File: config.mk
export PLATFORM = sky130hd
export DESIGN_NAME = n8_controller
export DESIGN_NICKNAME = d
export VERILOG_FILES = /design/src/rtl/n8_controller.sv
export SDC_FILE = /design/constraint.sdc
export NUM_CORES = 1
export LEC_CHECK = 0
export CELL_PAD_IN_SITES_DETAIL_PLACEMENT = 1
export CELL_PAD_IN_SITES_GLOBAL_PLACEMENT = 1
export CORE_MARGIN = 5
export CORE_UTILIZATION = 25
export DETAILED_ROUTE_END_ITERATION = 6
export PLACE_DENSITY = 0.6
export REMOVE_ABC_BUFFERS = 1
export SLEW_MARGIN = 20
export SYNTH_ARGS = -nofsm -noshare
export SYNTH_HDL_FRONTEND = slang
export SYNTH_SLANG_ARGS = --single-unit
export TNS_END_PERCENT = 1
File: constraint.sdc
create_clock -name clk -period 5.6 [get_ports clk]
set_input_delay 0.84 -clock clk [delete_from_list [all_inputs] [get_ports clk]]
set_output_delay 0.84 -clock clk [all_outputs]
set_load 0.01 [all_outputs]
File: src/rtl/n8_controller.sv
// Serial front end for the N8 game controller: strobes latch, clocks out 8 bits,
// and presents the buttons as active-high levels updated once per poll frame.
module n8_controller #(
  parameter int unsigned CLK_DIV    = 300,
  parameter int unsigned POLL_TICKS = 2750
) (
  input  logic clk,
  input  logic reset_n,
  input  logic nes_data,
  output logic nes_latch,
  output logic nes_pulse,
  output logic a,
  output logic b,
  output logic select,
  output logic start,
  output logic up,
  output logic down,
  output logic left,
  output logic right,
  output logic frame_valid
);

  localparam int unsigned DIV_W  = (CLK_DIV > 1) ? $clog2(CLK_DIV) : 1;
  localparam int unsigned IDLE_W = (POLL_TICKS > 1) ? $clog2(POLL_TICKS) : 1;
  localparam logic [DIV_W-1:0]  DIV_LAST  = DIV_W'(CLK_DIV - 1);
  localparam logic [IDLE_W-1:0] IDLE_LAST = IDLE_W'(POLL_TICKS - 1);

  typedef enum logic [2:0] {
    ST_IDLE,
    ST_LATCH,
    ST_PULSE_HI,
    ST_PULSE_LO,
    ST_UPDATE
  } state_e;

  state_e              state_q,    state_d;
  logic                sync1_q,    sync1_d;
  logic                sync2_q,    sync2_d;
  logic [DIV_W-1:0]    div_cnt_q,  div_cnt_d;
  logic [IDLE_W-1:0]   idle_cnt_q, idle_cnt_d;
  logic                sub_q,      sub_d;
  logic [2:0]          bit_idx_q,  bit_idx_d;
  logic [7:0]          shift_q,    shift_d;
  logic [7:0]          btn_q,      btn_d;
  logic                latch_q,    latch_d;
  logic                pulse_q,    pulse_d;
  logic                fv_q,       fv_d;
  logic                tick;
  logic                pressed;

  // Next-state and registered-output logic
  always_comb begin
    sync1_d    = nes_data;
    sync2_d    = sync1_q;
    tick       = (div_cnt_q == DIV_LAST);
    div_cnt_d  = tick ? '0 : div_cnt_q + DIV_W'(1);
    pressed    = ~sync2_q;
    state_d    = state_q;
    idle_cnt_d = idle_cnt_q;
    sub_d      = sub_q;
    bit_idx_d  = bit_idx_q;
    shift_d    = shift_q;
    btn_d      = btn_q;
    latch_d    = latch_q;
    pulse_d    = pulse_q;
    fv_d       = 1'b0;

    case (state_q)
      ST_IDLE: begin
        if (tick) begin
          if (idle_cnt_q == IDLE_LAST) begin
            idle_cnt_d = '0;
            latch_d    = 1'b1;
            state_d    = ST_LATCH;
          end else begin
            idle_cnt_d = idle_cnt_q + IDLE_W'(1);
          end
        end
      end
      ST_LATCH: begin
        if (tick) begin
          if (sub_q) begin
            sub_d      = 1'b0;
            latch_d    = 1'b0;
            shift_d[0] = pressed;
            bit_idx_d  = 3'd1;
            pulse_d    = 1'b1;
            state_d    = ST_PULSE_HI;
          end else begin
            sub_d = 1'b1;
          end
        end
      end
      // Sample where the pulse high level ends, so data has settled a full tick
      ST_PULSE_HI: begin
        if (tick) begin
          pulse_d            = 1'b0;
          shift_d[bit_idx_q] = pressed;
          state_d            = ST_PULSE_LO;
        end
      end
      ST_PULSE_LO: begin
        if (tick) begin
          if (bit_idx_q == 3'd7) begin
            state_d = ST_UPDATE;
          end else begin
            bit_idx_d = bit_idx_q + 3'd1;
            pulse_d   = 1'b1;
            state_d   = ST_PULSE_HI;
          end
        end
      end
      ST_UPDATE: begin
        btn_d   = shift_q;
        fv_d    = 1'b1;
        state_d = ST_IDLE;
      end
      default: state_d = ST_IDLE;
    endcase
  end

  always_ff @(posedge clk) begin
    if (!reset_n) begin
      state_q    <= ST_IDLE;
      sync1_q    <= 1'b1;
      sync2_q    <= 1'b1;
      div_cnt_q  <= '0;
      idle_cnt_q <= '0;
      sub_q      <= 1'b0;
      bit_idx_q  <= 3'd0;
      shift_q    <= 8'd0;
      btn_q      <= 8'd0;
      latch_q    <= 1'b0;
      pulse_q    <= 1'b0;
      fv_q       <= 1'b0;
    end else begin
      state_q    <= state_d;
      sync1_q    <= sync1_d;
      sync2_q    <= sync2_d;
      div_cnt_q  <= div_cnt_d;
      idle_cnt_q <= idle_cnt_d;
      sub_q      <= sub_d;
      bit_idx_q  <= bit_idx_d;
      shift_q    <= shift_d;
      btn_q      <= btn_d;
      latch_q    <= latch_d;
      pulse_q    <= pulse_d;
      fv_q       <= fv_d;
    end
  end

  assign nes_latch   = latch_q;
  assign nes_pulse   = pulse_q;
  assign frame_valid = fv_q;
  assign a           = btn_q[0];
  assign b           = btn_q[1];
  assign select      = btn_q[2];
  assign start       = btn_q[3];
  assign up          = btn_q[4];
  assign down        = btn_q[5];
  assign left        = btn_q[6];
  assign right       = btn_q[7];

endmodule
# Word level (Yosys, flattened, before mapping)
# Index checks and enable logic that the tools add are counted.
totals:
  reg_bits: 49
  latch_bits: 0
  ram_bits: 0
  romBits: 0
  memories: 0
op_classes:
  n_addsub: 3
  n_mul: 0
  div_mod_pow: 0
  n_lt_le_gt_ge: 2
  eq_ne: 14
  n_shift: 0
  muxes: 34
  bitwise_logic: 2
  reduce_logical: 15
op_table:
  columns: ["cell", "count"]
  rows:
  - ["two-way mux 3 bit", 11]
  - ["two-way mux 1 bit", 15]
  - ["!= test 2 bit, second input constant", 7]
  - ["adder 12 x 1 -> 12 bit, second input constant", 1]
  - ["== test 12 bit, second input constant", 1]
  - ["two-way mux 12 bit", 1]
  - ["case mux 3 bit (4 select lines)", 1]
  - ["AND reduction 6 bit", 2]
  - ["AND reduction 5 bit", 2]
  - ["adder 9 x 1 -> 9 bit, second input constant", 1]
  - ["== test 9 bit, second input constant", 1]
  - ["bitwise mux 8 bit", 1]
  - ["== test 3 x 2 -> 1 bit, second input constant", 2]
  - ["== test 3 bit, second input constant", 2]
  - ["case mux 3 bit (2 select lines)", 1]
  - ["AND reduction 2 bit", 3]
  - ["nonzero test 2 bit", 3]
  - ["less-than comparator 3 x 4 -> 1 bit, second input constant", 1]
  - ["case mux 1 bit (2 select lines)", 2]
  - ["AND reduction 4 bit", 1]
  - ["adder 3 x 1 -> 3 bit, second input constant", 1]
  - ["demux 1 bit (select 3 bit)", 1]
  - ["== test 3 x 1 -> 1 bit, second input constant", 1]
  - [">= comparator 3 x 1 -> 1 bit, second input constant", 1]
  - ["other kinds (6)", 7]

# Longest topological paths before layout
logic_depth:
  depth_word: 7
  depth_mapped: 7
  depth_no_buf: 6

# Least setup slack after synthesis
# Ideal clock, no wire load.
synth_timing:
  path_kind: "register -> register"
  startpoint: "register div_cnt_q[2]"
  endpoint: "register shift_q[1]"
  setup_time_ps: 135
  arrival_ps: 1947
  required_ps: 5465
  slack_ps: 3518
  stages_incl_launch_ff: 6
  path_buffers: 1
  cell_sequence: "dfxtp_1 or4_1 buf_2 or4_1 o311ai_0 o41ai_1"
synth_via:
  elab_chain_cells: 2
synth_rtl:
  columns: ["item", "line_no", "source"]
  rows:
  - ["start, declared", "39", "logic [DIV_W-1:0] div_cnt_q, div_cnt_d;"]
  - ["start signal, assigned", "140", "div_cnt_q <= div_cnt_d;"]
  - ["== test 9 bit", "55", "tick = (div_cnt_q == DIV_LAST);"]
  - ["AND reduction 2 bit (no source line)", null, null]
  - ["end signal, assigned", "144", "shift_q <= shift_d;"]
  - ["end, declared", "43", "logic [7:0] shift_q, shift_d;"]
# No other way between the ends.
# A chain may end at the register's enable or synchronous reset.

==> out/results.ini <==
[synthesis]
syn-mean-instance-area_sq_um = 8.659
synth_top_area_share_pct = 45.14
synth_seq_area_share_pct = 45.14
synth_warnings = 0
syn-cell-area_sq_um = 2173
synthCells = 251
yosysMostFrequentCell = dfxtp_1
synth_top_family_by_area = simple AND/OR/NAND/NOR gates
yosys-top-cells-count = dfxtp_1, nand2_1, a21oi_1
synth-simple-area-share_pct = 26.89
synth_xor_area_share_pct = 4.836
async_flop_share_pct = 0
ys_ff_latch = 49
synth_edf_count = 0
synthMuxAreaShare_pct = 1.842
synth.largest_area_cell = dfxtp_1
synth_compound_area_share_pct = 14.91
synth_fa_ha_area_share_pct = 2.879
synth_top_cells_by_area = dfxtp_1, nand2_1, a21oi_1
synth_ff_type = dfxtp_1
ys_types = 43

[finish]
final_design_area_no_fill_sq_um = 2501
syn2layout_area_growth_pct = 15.08
seq_area_sq_um = 980.9
fin_nets = 266
drive_gt1_share_pct = 4.247
antennaDiodeCount = 0
fillers = 1031
post-route-util_pct = 29.11
multi_input_area_sq_um = 1116

[clocking]
clk_pin_slew_ps = 100
root_buffer = clkbuf_8
cts_max_level = 2
clock_latency_ps = 310
ctsHoldBuffers = 0
clockBufferDepth = 2
cts_resized = 0
cts_buffers = 5
tritoncts = built
cts_sinks = 49
cts_setup_buffers = 0

[timing]
fin_worst_skew_ps = 7.133
layout_worst_path_cycle_share_pct = 46.06
finalHoldViolCount = 0
rsz0062_at_grt = false
tightest_slew_ps = 973.8
max_freq_mhz = 387.7
setup_viol = 0
setup_tns_ps = 0
hold_slack_ps = 415.9
layout_min_cycle_time_ps = 2580
slew_viol_final = 0
slew_headroom_pct = 34.48

[global_route]
track_usage_pct = 10.25
grt_first_pass_wirelength_mm = 8.735
use_met3_pct = 1.811
use_met2_pct = 16.08
use_met1_pct = 13.94
busiest_layer = met2
grt_pass1_vias = 1743
grt_start_max_net_pins = 21
grt.overflow.total = 0
antenna_found_initial = 0

[floorplan]
fp.dieArea_sq_um = 10660
core_sq_um = 8593
ios = 14
die_height_microns = 103.2
start_util_pct = 25.29
die_w_microns = 103.2
placementRows = 34

[hold_path]
hold_path_depth = 1
min_from = sync1_q$_SDFF_PN1_
holdCritPathClass = reg2reg
worstHoldEndpoint = sync2_q$_SDFF_PN1_

[setup_path]
path_cells = clkdlybuf4s50_1 -> inv_1 -> a41o_1 -> a211oi_1
start_kind = primary input
crit_arrival_ps = 2810
endpoint_kind = register
critical_path_class = in2reg
r2r_end = shift_q[2]$_SDFFE_PN0P_
max_stage_delay_ps = 830
worstRegToRegCells = 5
r2r_start = div_cnt_q[0]$_SDFF_PP0_
worst_ep_required_time_ps = 5830
crit_path_top_delay_cell = clkdlybuf4s50_1
critPathMaxFanout = 20
r2r_slack_ps = 3040

[route]
routed_via_density = 4.951
routed_wl_mm = 5.066
final_antenna_net_count = 0
drt-pass1-iter-count = 4
vias = 1817
drt_iter0_drc = 90
drcViolationCount = 0
wl_per_cell_microns = 13.80

[placement]
portBuffers = 13
dp_hpwl_mm = 3.540
postPlaceCellArea_sq_um = 2381
globalplace.congestion = 0.7262

[pwr]
power_density_nw_per_um2 = 255.1
finalPower_uw = 638.0
vdd_ir_drop_max_mv = 0.08720
p_leak_uw = 0.0007995

[job]
maxCapViolations = 0

[outcome]
status = completed

## worst max-delay path: cells and delay by family
family / cells / cell delay (ps)
buf+inv: 2 / 1280
compound gates: 2 / 690
## cell usage in the layout (no fill, tap or decap), drive strengths merged, types with 3 or more instances in the layout
cell type | netlist | final
a21oi | 21 | 21
a311oi | 4 | 4
and3 | 4 | 4
clkbuf | 10 | 6
clkdlybuf4s50 | 0 | 13
dfxtp | 49 | 49
ha | 5 | 5
inv | 5 | 5
mux2i | 4 | 4
nand2 | 31 | 31
nand2b | 3 | 3
nand3 | 11 | 11
nand4 | 8 | 8
nor2 | 20 | 20
nor2b | 5 | 5
nor3 | 5 | 5
nor4 | 5 | 5
o21ai | 9 | 9
or3 | 9 | 9
or4 | 4 | 4
xnor2 | 5 | 5
xor2 | 7 | 7
## cell type report
class	count	area share, %
Multi-Input combinational cell	184	44.62
Tap cell	108	5.403
Clock inverter	2	1.501
Clock buffer	6	3.302
Inverter	5	0.7504
Sequential cell	49	39.22
Timing Repair Buffer	13	5.203
## stage by stage
step,cells,worst slack [ps]
after floorplan,238,3457
after global placement,359,2720
after detailed placement,359,2667
after CTS,367,2989
after global routing,367,2852
final,367,3020
## worst max path at each step
stage / from / to / cells after the start
floorplan: div_cnt_q[2]$_SDFF_PP0_ / idle_cnt_q[10]$_SDFFE_PN0P_ / 4
global placement: reset_n / idle_cnt_q[1]$_SDFFE_PN0P_ / 4
detailed placement: reset_n / idle_cnt_q[1]$_SDFFE_PN0P_ / 4
CTS: reset_n / idle_cnt_q[1]$_SDFFE_PN0P_ / 4
global route: div_cnt_q[0]$_SDFF_PP0_ / shift_q[4]$_SDFFE_PN0P_ / 5
finish: reset_n / idle_cnt_q[1]$_SDFFE_PN0P_ / 4
## logic make-up after synthesis
kind of cell	after synthesis
AND/OR/NAND/NOR	113
AO/OA/AOI/OAI	50
flip-flops	49
buffers and inverters	18
XOR/XNOR	12
adder cells (fa/ha/maj)	5
multiplexers	4
## power breakdown
part	switching (uW)	internal, uW	total [uW]
registers	2.97	351	354
clock network	124	145	270
logic	10.2	4.53	14.8
## routing by layer
layer / routed length [microns] / up-vias
met2: 2312 / 19
met1: 2551 / 863
met4: 87 / 0
li1: - / 930
met3: 115 / 5
met5: 0 / -
## state kept, by name, summed over array words and instances (netlist names), 3 cells and up
signal / cells
shift_q: 8
bit_idx_q: 3
state_q: 3
idle_cnt_q: 12
btn_q: 8
div_cnt_q: 9
(Power assumes the default switching activity.)
